===== src/rtl/ow_frame_sequencer_if.sv =====
// ow_frame_sequencer_if: byte-stream, transmit and register-port signals
// between the 1-Wire front end / register bank and the frame sequencer.
// master: front end + register bank side. slave: the sequencer.
interface ow_frame_sequencer_if;
    logic       frame_start;
    logic       rx_valid;
    logic [7:0] rx_byte;
    logic       tx_req;
    logic [7:0] tx_byte;
    logic       tx_ack;
    logic       reg_we;
    logic       reg_re;
    logic [7:0] reg_addr;
    logic [7:0] reg_wdata;
    logic [7:0] reg_rdata;
    logic       busy;
    logic       done;
    logic       err;
    logic [1:0] err_code;

    modport master (
        output frame_start, rx_valid, rx_byte, tx_ack, reg_rdata,
        input  tx_req, tx_byte, reg_we, reg_re, reg_addr, reg_wdata,
               busy, done, err, err_code
    );

    modport slave (
        input  frame_start, rx_valid, rx_byte, tx_ack, reg_rdata,
        output tx_req, tx_byte, reg_we, reg_re, reg_addr, reg_wdata,
               busy, done, err, err_code
    );
endinterface


===== src/rtl/ow_frame_sequencer.sv =====
// ow_frame_sequencer: parses the RW/quantity/address header from the 1-Wire
// byte stream and runs register writes or fetch-and-transmit reads.
// Optional feature macro OW_SEQ_CRC_EN: header CRC8 byte check and a trailing
// CRC8 byte after read data.
//
// state     | meaning
// IDLE      | no frame, waiting for frame_start
// HDR0      | waiting for RW/quantity byte
// HDR1      | waiting for start address byte
// CRC_CHK   | waiting for header CRC byte (CRC build only)
// WR_DATA   | one register write per received byte
// RD_FETCH  | issue reg_re at current address
// RD_WAIT   | read strobe in flight
// RD_CAP    | read data valid, load tx_byte and raise tx_req
// RD_SEND   | holding tx_req until tx_ack
// CRC_TX    | transmitting CRC of sent data (CRC build only)
// DONE      | frame finished, done pulse
// ERR       | abort, error flag set
module ow_frame_sequencer #(
    parameter int TIMEOUT_CYCLES = 30000,
    parameter int CNT_W          = 16
) (
    input logic           clk,
    input logic           rst_n,
    ow_frame_sequencer_if.slave bus
);

`ifdef OW_SEQ_CRC_EN
    typedef enum logic [3:0] {
        S_IDLE, S_HDR0, S_HDR1, S_CRC_CHK, S_WR_DATA, S_RD_FETCH,
        S_RD_WAIT, S_RD_CAP, S_RD_SEND, S_CRC_TX, S_DONE, S_ERR
    } state_t;
`else
    typedef enum logic [3:0] {
        S_IDLE, S_HDR0, S_HDR1, S_WR_DATA, S_RD_FETCH,
        S_RD_WAIT, S_RD_CAP, S_RD_SEND, S_DONE, S_ERR
    } state_t;
`endif

    state_t           r_state;
    logic             r_rw;
    logic [6:0]       r_qty;
    logic [7:0]       r_addr;
    logic [CNT_W-1:0] r_tmo;
    logic             r_tx_req;
    logic [7:0]       r_tx_byte;
    logic             r_reg_we;
    logic             r_reg_re;
    logic [7:0]       r_reg_addr;
    logic [7:0]       r_reg_wdata;
    logic             r_done;
    logic             r_err;
    logic [1:0]       r_err_code;
`ifdef OW_SEQ_CRC_EN
    logic [7:0]       r_crc;
`endif

    logic w_cnt_en;
    logic w_tmo_hit;
    logic w_rd_phase;

    function automatic state_t dispatch(input logic rw, input logic [6:0] qty);
        if (qty == 7'd0) return S_DONE;
        return rw ? S_RD_FETCH : S_WR_DATA;
    endfunction

`ifdef OW_SEQ_CRC_EN
    // Dallas/Maxim CRC8, reflected polynomial 0x8C, LSB first.
    function automatic logic [7:0] crc8_step(input logic [7:0] crc, input logic [7:0] data);
        logic [7:0] c;
        c = crc;
        for (int i = 0; i < 8; i++) begin
            if (c[0] ^ data[i]) c = (c >> 1) ^ 8'h8C;
            else                c = c >> 1;
        end
        return c;
    endfunction
`endif

    assign w_cnt_en   = (r_state == S_HDR0) || (r_state == S_HDR1) ||
`ifdef OW_SEQ_CRC_EN
                        (r_state == S_CRC_CHK) ||
`endif
                        (r_state == S_WR_DATA) || (r_state == S_RD_SEND);
    assign w_tmo_hit  = (r_tmo == CNT_W'(TIMEOUT_CYCLES - 1));
    assign w_rd_phase = (r_state == S_RD_FETCH) || (r_state == S_RD_WAIT) ||
`ifdef OW_SEQ_CRC_EN
                        (r_state == S_CRC_TX) ||
`endif
                        (r_state == S_RD_CAP) || (r_state == S_RD_SEND);

    assign bus.tx_req    = r_tx_req;
    assign bus.tx_byte   = r_tx_byte;
    assign bus.reg_we    = r_reg_we;
    assign bus.reg_re    = r_reg_re;
    assign bus.reg_addr  = r_reg_addr;
    assign bus.reg_wdata = r_reg_wdata;
    assign bus.done      = r_done;
    assign bus.err       = r_err;
    assign bus.err_code  = r_err_code;
    assign bus.busy      = (r_state != S_IDLE) && (r_state != S_DONE) && (r_state != S_ERR);

    // Frame sequencing FSM with registered strobes, tx handshake and error flags.
    always_ff @(posedge clk or negedge rst_n) begin
        if (!rst_n) begin
            r_state     <= S_IDLE;
            r_rw        <= 1'b0;
            r_qty       <= '0;
            r_addr      <= '0;
            r_tmo       <= '0;
            r_tx_req    <= 1'b0;
            r_tx_byte   <= '0;
            r_reg_we    <= 1'b0;
            r_reg_re    <= 1'b0;
            r_reg_addr  <= '0;
            r_reg_wdata <= '0;
            r_done      <= 1'b0;
            r_err       <= 1'b0;
            r_err_code  <= '0;
`ifdef OW_SEQ_CRC_EN
            r_crc       <= '0;
`endif
        end else begin
            r_reg_we <= 1'b0;
            r_reg_re <= 1'b0;
            r_done   <= 1'b0;
            // Every state change in a counting state is caused by rx_valid or
            // tx_ack, and non-counting states hold the counter at zero, so this
            // also clears the counter on state entry.
            r_tmo <= (w_cnt_en && !bus.rx_valid && !bus.tx_ack) ? r_tmo + CNT_W'(1) : '0;

            if (bus.frame_start) begin
                r_state    <= S_HDR0;
                r_err      <= 1'b0;
                r_err_code <= 2'd0;
                r_tx_req   <= 1'b0;
                r_tmo      <= '0;
`ifdef OW_SEQ_CRC_EN
                r_crc      <= '0;
`endif
            end else if (w_cnt_en && w_tmo_hit && !bus.rx_valid && !bus.tx_ack) begin
                r_state    <= S_ERR;
                r_err      <= 1'b1;
                r_err_code <= 2'd1;
                r_tx_req   <= 1'b0;
            end else if (w_rd_phase && bus.rx_valid) begin
                r_state    <= S_ERR;
                r_err      <= 1'b1;
                r_err_code <= 2'd2;
                r_tx_req   <= 1'b0;
            end else begin
                case (r_state)
                    S_HDR0: if (bus.rx_valid) begin
                        r_rw    <= bus.rx_byte[7];
                        r_qty   <= bus.rx_byte[6:0];
`ifdef OW_SEQ_CRC_EN
                        r_crc   <= crc8_step(r_crc, bus.rx_byte);
`endif
                        r_state <= S_HDR1;
                    end
                    S_HDR1: if (bus.rx_valid) begin
                        r_addr  <= bus.rx_byte;
`ifdef OW_SEQ_CRC_EN
                        r_crc   <= crc8_step(r_crc, bus.rx_byte);
                        r_state <= S_CRC_CHK;
`else
                        r_state <= dispatch(r_rw, r_qty);
`endif
                    end
`ifdef OW_SEQ_CRC_EN
                    S_CRC_CHK: if (bus.rx_valid) begin
                        if (bus.rx_byte == r_crc) begin
                            // Reuse the CRC register for the read-data trailer.
                            r_crc   <= '0;
                            r_state <= dispatch(r_rw, r_qty);
                        end else begin
                            r_state    <= S_ERR;
                            r_err      <= 1'b1;
                            r_err_code <= 2'd3;
                        end
                    end
`endif
                    S_WR_DATA: if (bus.rx_valid) begin
                        r_reg_we    <= 1'b1;
                        r_reg_addr  <= r_addr;
                        r_reg_wdata <= bus.rx_byte;
                        r_addr      <= r_addr + 8'd1;
                        r_qty       <= r_qty - 7'd1;
                        if (r_qty == 7'd1) r_state <= S_DONE;
                    end
                    S_RD_FETCH: begin
                        r_reg_re   <= 1'b1;
                        r_reg_addr <= r_addr;
                        r_state    <= S_RD_WAIT;
                    end
                    S_RD_WAIT: r_state <= S_RD_CAP;
                    S_RD_CAP: begin
                        r_tx_byte <= bus.reg_rdata;
                        r_tx_req  <= 1'b1;
`ifdef OW_SEQ_CRC_EN
                        r_crc     <= crc8_step(r_crc, bus.reg_rdata);
`endif
                        r_state   <= S_RD_SEND;
                    end
                    S_RD_SEND: if (bus.tx_ack) begin
                        r_tx_req <= 1'b0;
                        r_addr   <= r_addr + 8'd1;
                        r_qty    <= r_qty - 7'd1;
                        if (r_qty == 7'd1) begin
`ifdef OW_SEQ_CRC_EN
                            r_state <= S_CRC_TX;
`else
                            // done follows the last ack directly; DONE sees it set.
                            r_done  <= 1'b1;
                            r_state <= S_DONE;
`endif
                        end else begin
                            r_state <= S_RD_FETCH;
                        end
                    end
`ifdef OW_SEQ_CRC_EN
                    S_CRC_TX: begin
                        if (!r_tx_req) begin
                            r_tx_req  <= 1'b1;
                            r_tx_byte <= r_crc;
                        end else if (bus.tx_ack) begin
                            r_tx_req <= 1'b0;
                            r_done   <= 1'b1;
                            r_state  <= S_DONE;
                        end
                    end
`endif
                    // Read frames enter with done already pulsing; others pulse it here.
                    S_DONE: begin
                        r_done  <= ~r_done;
                        r_state <= S_IDLE;
                    end
                    S_ERR:   r_state <= S_IDLE;
                    default: r_state <= S_IDLE;
                endcase
            end
        end
    end

endmodule


===== src/flat_wrapper.sv =====
// flat-port wrapper written by rule: the top's interface ports become plain ports
module ow_frame_sequencer_flat 
#(
    parameter int TIMEOUT_CYCLES = 30000,
    parameter int CNT_W          = 16
)
  (clk, rst_n, bus_frame_start, bus_rx_valid, bus_rx_byte, bus_tx_ack, bus_reg_rdata, bus_tx_req, bus_tx_byte, bus_reg_we, bus_reg_re, bus_reg_addr, bus_reg_wdata, bus_busy, bus_done, bus_err, bus_err_code);
  ow_frame_sequencer_if bus_i ();
  input logic clk;
  input logic rst_n;
  input wire logic [$bits(bus_i.frame_start)-1:0] bus_frame_start;
  input wire logic [$bits(bus_i.rx_valid)-1:0] bus_rx_valid;
  input wire logic [$bits(bus_i.rx_byte)-1:0] bus_rx_byte;
  input wire logic [$bits(bus_i.tx_ack)-1:0] bus_tx_ack;
  input wire logic [$bits(bus_i.reg_rdata)-1:0] bus_reg_rdata;
  output wire logic [$bits(bus_i.tx_req)-1:0] bus_tx_req;
  output wire logic [$bits(bus_i.tx_byte)-1:0] bus_tx_byte;
  output wire logic [$bits(bus_i.reg_we)-1:0] bus_reg_we;
  output wire logic [$bits(bus_i.reg_re)-1:0] bus_reg_re;
  output wire logic [$bits(bus_i.reg_addr)-1:0] bus_reg_addr;
  output wire logic [$bits(bus_i.reg_wdata)-1:0] bus_reg_wdata;
  output wire logic [$bits(bus_i.busy)-1:0] bus_busy;
  output wire logic [$bits(bus_i.done)-1:0] bus_done;
  output wire logic [$bits(bus_i.err)-1:0] bus_err;
  output wire logic [$bits(bus_i.err_code)-1:0] bus_err_code;
  assign bus_i.frame_start = bus_frame_start;
  assign bus_i.rx_valid = bus_rx_valid;
  assign bus_i.rx_byte = bus_rx_byte;
  assign bus_i.tx_ack = bus_tx_ack;
  assign bus_i.reg_rdata = bus_reg_rdata;
  assign bus_tx_req = bus_i.tx_req;
  assign bus_tx_byte = bus_i.tx_byte;
  assign bus_reg_we = bus_i.reg_we;
  assign bus_reg_re = bus_i.reg_re;
  assign bus_reg_addr = bus_i.reg_addr;
  assign bus_reg_wdata = bus_i.reg_wdata;
  assign bus_busy = bus_i.busy;
  assign bus_done = bus_i.done;
  assign bus_err = bus_i.err;
  assign bus_err_code = bus_i.err_code;
  ow_frame_sequencer #(.TIMEOUT_CYCLES(TIMEOUT_CYCLES), .CNT_W(CNT_W)) u_core (.clk(clk), .rst_n(rst_n), .bus(bus_i));
endmodule

===== config.mk =====
export PLATFORM = sky130hd
export DESIGN_NAME = ow_frame_sequencer_flat
export DESIGN_NICKNAME = d
export VERILOG_FILES = /design/src/rtl/ow_frame_sequencer_if.sv /design/src/rtl/ow_frame_sequencer.sv /design/src/flat_wrapper.sv
export SDC_FILE = /design/constraint.sdc
export NUM_CORES = 1
export LEC_CHECK = 0
export CAP_MARGIN = 20
export CORE_UTILIZATION = 49
export CTS_CLUSTER_DIAMETER = 80
export DETAILED_ROUTE_END_ITERATION = 12
export PLACE_DENSITY = 0.85
export SYNTH_ARGS = -nofsm -noshare
export SYNTH_HDL_FRONTEND = slang
export SYNTH_SLANG_ARGS = --single-unit

===== constraint.sdc =====
create_clock -name clk -period 2.14 [get_ports clk]
set_input_delay 0.321 -clock clk [delete_from_list [all_inputs] [get_ports clk]]
set_output_delay 0.321 -clock clk [all_outputs]
set_load 0.1 [all_outputs]

==> impl_metrics.csv, run 1 <==
group,metric,value,unit
outcome,status,"completed",
floorplanning,io_pins,53,
cells_and_area,fillers,541,
global_routing,grt-ovfl-total,0,
worst_setup_path,crit_path_end_kind,"register",
clocking,clockRootBuffer,"clkbuf_8",
worst_setup_path,cpMaxStageDelayCell,"dfrtp_1",
worst_setup_path,r2r_start,"u_core.r_tmo[1]",
global_routing,antenna_found_initial,0,
routing,post_drt_wl_per_cell,16.1,um
flow_run,cap_violations,0,
floorplanning,die-width,86.3,um
cells_and_area,final_cell_area,4450,um^2
place,place_hpwl,6000,um
worst_hold_path,min-delay-path-class,"input port to async pin",
pwr,ir_drop,0.000640,V
yosys,synth_seq_cells,67,
worst_setup_path,path_class,"register to register",
yosys,synth_edf_count,0,
clocking,clkTransAtPathRegs,80,ps
global_routing,grt_usage,23.8,%
cells_and_area,stdcell_count,515,
routing,drc,0,
yosys,syn_nets,364,
pwr,p_leak,1.93,nW
yosys,synth.cell_area,3480,um^2
yosys,synth_top_flop_cell,"dfrtp_1",
worst_setup_path,required,2380,ps
global_routing,grt_max_degree,47,
yosys,ys_warn_count,0,
cells_and_area,drive_gt1_share,28.4,%
yosys,syn_avg_cell_area,10.3,um^2
routing,firstDrtPassIters,5,
sta,setup_tns,0,ps
sta,slew-limit-headroom,63.9,%
yosys,synth-async-reset-ratio,100,%
routing,drt_wl_total,8280,um
sta,setup_viol,0,
cells_and_area,num_antenna_cells,0,
place,gp_congestion,0.938,
yosys,synth_cell_types,60,
yosys,ys_seq_area_share,48.2,%
worst_setup_path,critPathLaunchType,"register",
clocking,htreeDepth,3,
place,dp.cells,499,
yosys,syn-instance-count,338,
place,io_buffers,52,
routing,drt_iter0_markers,147,
sta,min_period_over_period,96.2,%
floorplanning,die_y,86.3,um
floorplanning,initial_utilization,50.9,%
worst_setup_path,max_stage_delay,400,ps
sta,rsz0062_at_grt,"no",
floorplanning,dieArea,7440,um^2
sta,worst_hold_slack,485,ps
routing,viasPerCell,5.71,
cells_and_area,fin_util,65.1,%
worst_setup_path,regToRegSetupSlack,80,ps
worst_setup_path,startpoint,"u_core.r_tmo[1]",
cells_and_area,synthToLayoutAreaGrowth,27.9,%
routing,vias,2939,
floorplanning,rows,30,
pwr,power_density,1450,nW/um^2
sta,finalMaxSlewViolations,0,
place,place_area,4210,um^2
routing,ant_nets,0,
sta,fin_crit,2060,ps
worst_setup_path,cp_common_cell,"buf_4",
worst_setup_path,worstPathMaxFanout,8,
worst_setup_path,worstPathArrival,2300,ps
sta,skew,7.05,ps
global_routing,grt_pass1_wl,13500,um
clocking,clock_latency,350,ps
sta,max_freq,0.486,GHz
clocking,post_cts_buffers,0,
cells_and_area,nets,441,
sta,hold_viol_final,0,
clocking,cts_made_buffers,9,
floorplanning,core_area,6830,um^2
worst_setup_path,path_cells,"ha_4 > nand4_1 > buf_4 > nand4b_1 > o31ai_4 > nor2_2 > buf_4 > mux2_1",
clocking,cts.path.max_buffers,2,
clocking,cts_tree,"yes",
clocking,cts_sinks,67,
sta,tightest_slew,541,ps
global_routing,grt_pass1_vias,2916,
[critical path, delay by kind of cell (launching register included)]
| family | cells | cell delay [ps] |
|---|---|---|
| adders and majority gates | 1 | 160 |
| and+or+nand+nor | 3 | 480 |
| DFF | 1 | 400 |
| muxes | 1 | 310 |
| AOI/OAI and AO/OA | 1 | 260 |
| buffers and inverters | 2 | 340 |
[metrics by stage]
step	power (mW)	worst slack (ps)
3_3_place_gp	5.19	31.8
5_1_grt	6.73	16.7
2_1_floorplan	4.43	58.7
4_1_cts	6.46	17.5
6_report	6.45	80.4
3_5_place_dp	5.28	-24.2
[logic make-up after synthesis]
| logic type | after synthesis | synth area share [%] |
|---|---|---|
| AND/OR/NAND/NOR | 131 | 20.5 |
| AO/OA/AOI/OAI | 67 | 12.7 |
| flip-flops | 67 | 48.2 |
| multiplexers | 27 | 9.60 |
| buffers and inverters | 26 | 3.31 |
| XOR/XNOR | 13 | 3.27 |
| adder cells (fa/ha/maj) | 7 | 2.45 |
[cell type report]
class | instances | area, um^2 | share of cell area (%)
multi-input combinational | 245 | 1700 | 38.2
sequential | 67 | 1680 | 37.7
timing repair buffer | 82 | 701 | 15.8
clock buffer | 9 | 124 | 2.78
tap | 96 | 120 | 2.70
clock inverter | 6 | 90.1 | 2.03
inverter | 10 | 37.5 | 0.844
[cell usage after synthesis (all sizes together), types with 7 or more instances]
cell     n  area (um^2)
a21oi   15         75.1
a31oi   14          103
clkbuf  10         38.8
dfrtp   67         1680
inv     10         37.5
mux2    27          334
nand2   21         78.8
nand3   19         95.1
nand4    8         50.1
nor2    36          138
nor3     9         45.0
o21ai   19         95.1
or3      7         43.8
xor2    10         87.6
[placed cells by master (no fill, tap or decap), types with 2 or more instances in the layout]
cell type	Yosys	final
a21oi_1	15	15
a221oi_1	2	2
a22o_1	3	3
a31oi_1	13	13
and2_1	2	2
and3_1	5	5
and3b_1	2	2
buf_12	0	3
buf_4	1	58
bufinv_16	0	2
clkbuf_8	0	9
clkdlybuf4s50_1	0	19
dfrtp_1	67	67
ha_1	5	4
inv_1	9	9
maj3_2	2	2
mux2_1	2	2
mux2_2	17	17
mux2_4	8	8
nand2_1	21	21
nand2b_1	5	5
nand3_1	19	19
nand3b_1	2	2
nand4_1	8	8
nor2_1	35	35
nor3_1	9	9
nor4b_2	2	2
o21a_1	2	2
o21ai_0	18	18
o22ai_1	2	2
or3_1	7	7
xnor2_1	3	3
xor2_1	10	10
[power by group]
group / switching [mW] / internal, mW / total (mW)
clock network: 0.515 / 0.653 / 1.17
logic: 2.34 / 0.976 / 3.32
registers: 0.331 / 1.63 / 1.96
[what timing repair did]
action	CTS	global route
hold buffers	1	0
endpoints found under the setup margin	0	23
gates resized for setup	0	2
endpoints found under the hold margin	21	0
[flip-flops by register name (all words and copies together), names as in the netlist, 2 cells and up]
signal                flops
u_core.r_state            4
u_core.bus.reg_wdata      8
u_core.bus.reg_addr       8
u_core.r_qty              7
u_core.r_tmo             16
u_core.bus.err_code       2
u_core.bus.tx_byte        8
u_core.r_addr             8
[metal layers]
metal	track usage [%]	part of all wire, %	vias to the layer above	routed length, um
met5	0	0	-	0
li1	-	-	1368	-
met1	29.6	43	1452	3530
met3	4.29	4.6	22	385
met2	38.7	49	97	4090
met4	14.5	3.3	0	272
[path summary, 6_finish.rpt]
check                                         to  cells past startpoint
min in group clk           u_core.bus.tx_byte[4]                      1
max                        u_core.bus.tx_byte[5]                      8
max reg2reg                u_core.bus.tx_byte[5]                      8
max in group asynchronous         u_core.bus.err                      3
min                              u_core.r_qty[2]                      2
min reg2reg                u_core.bus.tx_byte[4]                      1
(Power assumes the default switching activity.)
==> run 2, diff against run 1 <==
SETUP_SLACK_MARGIN = 0.2   (was not set)
SLEW_MARGIN = 20   (was not set)
==> run 2 against run 1 <==
Against the previous run: design area is 4.7% higher; register-to-register slack gained 30 ps; clock power fell by 9%.
==> impl_metrics.csv, run 2 (synthesis gave the netlist of run 1 again) <==
group,metric,value,unit
sta,tightest_slew,550,ps
cells_and_area,nets,454,
worst_setup_path,worstPathArrival,2270,ps
cells_and_area,final_common_cell,"buf_4",
clocking,clock_latency,350,ps
pwr,p_sw,3.27,mW
global_routing,grt_pass1_vias,2978,
global_routing,grt-ovfl-total,0,
floorplanning,io_pins,53,
pwr,p_int,3.28,mW
sta,setup_tns,0,ps
sta,fin_crit,2030,ps
worst_setup_path,regToRegSetupSlack,110,ps
clocking,cts_tree,"yes",
cells_and_area,num_antenna_cells,0,
global_routing,grt_pass1_wl,14500,um
clocking,htreeDepth,3,
clocking,clockRootBuffer,"clkbuf_8",
sta,skew,12.8,ps
routing,viasPerCell,5.81,
worst_setup_path,crit_path_end_kind,"register",
pwr,clockPowerShare,16.2,%
cells_and_area,top_register,"u_core.r_tmo",
place,place_hpwl,5960,um
clocking,cts_made_buffers,9,
sta,worst_slack,108,ps
clocking,clkTransAtPathRegs,80,ps
global_routing,antenna_found_initial,0,
routing,vias,3074,
clocking,cts_sinks,67,
sta,max_freq,0.492,GHz
floorplanning,die-width,86.3,um
sta,finalMaxSlewViolations,0,
worst_setup_path,r2r_cells,8,
pwr,pwr-share-comb,53.5,%
routing,ant_nets,0,
routing,post_drt_wl_per_cell,17.3,um
outcome,status,"completed",
worst_hold_path,min-delay-path-class,"input port to async pin",
sta,min_period_over_period,94.9,%
floorplanning,die_y,86.3,um
floorplanning,initial_utilization,50.9,%
worst_setup_path,r2r_start,"u_core.r_tmo[0]",
flow_run,cap_violations,0,
pwr,p_leak,2.03,nW
place,placement.setup.worst_slack,-32.5,ps
sta,setup_viol,0,
pwr,p_seq_share,30.3,%
place,io_buffers,52,
global_routing,grt_usage,25.2,%
worst_setup_path,worstPathMaxFanout,5,
place,gp_congestion,0.884,
sta,hold_viol_final,0,
routing,drt_wl_total,9150,um
cells_and_area,final_cell_area,4660,um^2
worst_setup_path,required,2370,ps
pwr,power_density,1400,nW/um^2
place,dp.cells,492,
place,place_area,4170,um^2
floorplanning,rows,30,
worst_setup_path,path_class,"register to register",
clocking,cts.path.max_buffers,2,
cells_and_area,fillers,515,
cells_and_area,synthToLayoutAreaGrowth,33.9,%
global_routing,grt_max_degree,46,
cells_and_area,stdcell_count,529,
cells_and_area,largest_reg_flops,16,
routing,drc,0,
cells_and_area,drive_gt1_share,34.6,%
worst_setup_path,critPathLaunchType,"register",
cells_and_area,final_cell_mix,"buf_4, dfrtp_1, nor2_1",
routing,firstDrtPassIters,5,
pwr,ir_drop,0.000458,V
floorplanning,dieArea,7440,um^2
floorplanning,core_area,6830,um^2
pwr,swShare,49.9,%
worst_setup_path,rr_endpoint,"u_core.r_addr[6]",
sta,slew-limit-headroom,63.1,%
routing,drt_iter0_markers,216,
sta,rsz0062_at_grt,"yes",
==> run 2: worst max path at each step <==
stage                         start                     end  slack [ps]
global route        u_core.r_tmo[0]        u_core.r_addr[6]          20
detailed placement     bus_rx_valid        u_core.r_addr[6]         -30
finish              u_core.r_tmo[0]        u_core.r_addr[6]         110
global placement       bus_rx_valid             u_core.r_rw           2
floorplan           u_core.r_tmo[0]  u_core.bus.reg_addr[0]         130
CTS                 u_core.r_tmo[1]  u_core.bus.reg_addr[7]         150
==> run 2: metrics by stage <==
step                      hold WS [ps]  util [%]  power (mW)
final                              487      68.2        6.54
after global routing               528      68.2        6.83
after CTS                          506      66.4        6.46
after detailed placement           337      61.0        5.27
after global placement             334      61.0        5.18
after floorplan                   25.4         -        4.43
==> run 2: critical path, stage by stage (launching register included) <==
cell     delay (ps)
dfrtp_1         390
ha_2            200
nand4_1         120
and4b_2         280
buf_4           140
a31oi_2         250
buf_4           190
nand3_1          80
a22o_1          250
==> run 2: final cells by class <==
type | count | area [um^2] | area share [%]
clock buffers | 10 | 128 | 2.74
clock inverters | 6 | 65.1 | 1.40
inverters | 10 | 37.5 | 0.806
multi-input cells | 245 | 1800 | 38.7
flip-flops and latches | 67 | 1680 | 36.2
well taps | 96 | 120 | 2.58
repair buffers | 95 | 821 | 17.6
==> run 2: what timing repair did <==
item,4_1_cts,5_1_grt
gates cloned,1,0
endpoints found under the setup margin,32,47
setup buffers,12,7
hold buffers,1,0
endpoints found under the hold margin,22,0
resized for setup,16,23
pin swaps,7,9
==> run 2: per-layer routing <==
metal  vias to the layer above  GRT usage [%]  wire, um
li1                       1403              -         -
met4                         0           11.2       300
met1                      1504           31.4      3700
met3                        35           3.52       413
met5                         -              0         0
met2                       132           43.7      4730
==> run 2: power by group through the flow <==
stage / Sequential [mW] / Clock [mW] / Combinational (mW)
6_report: 1.99 / 1.06 / 3.50
5_1_grt: 2.03 / 1.12 / 3.68
4_1_cts: 1.96 / 1.06 / 3.43
3_5_place_dp: 2.00 / 0 / 3.27
2_1_floorplan: 3.30 / 0 / 1.14
3_3_place_gp: 1.97 / 0 / 3.21
==> run 3, diff against run 2 <==
CAP_MARGIN = 5   (was 20)
==> results of run 3 <==
The final DEF is identical to that of run 2; final timing and power are the same.
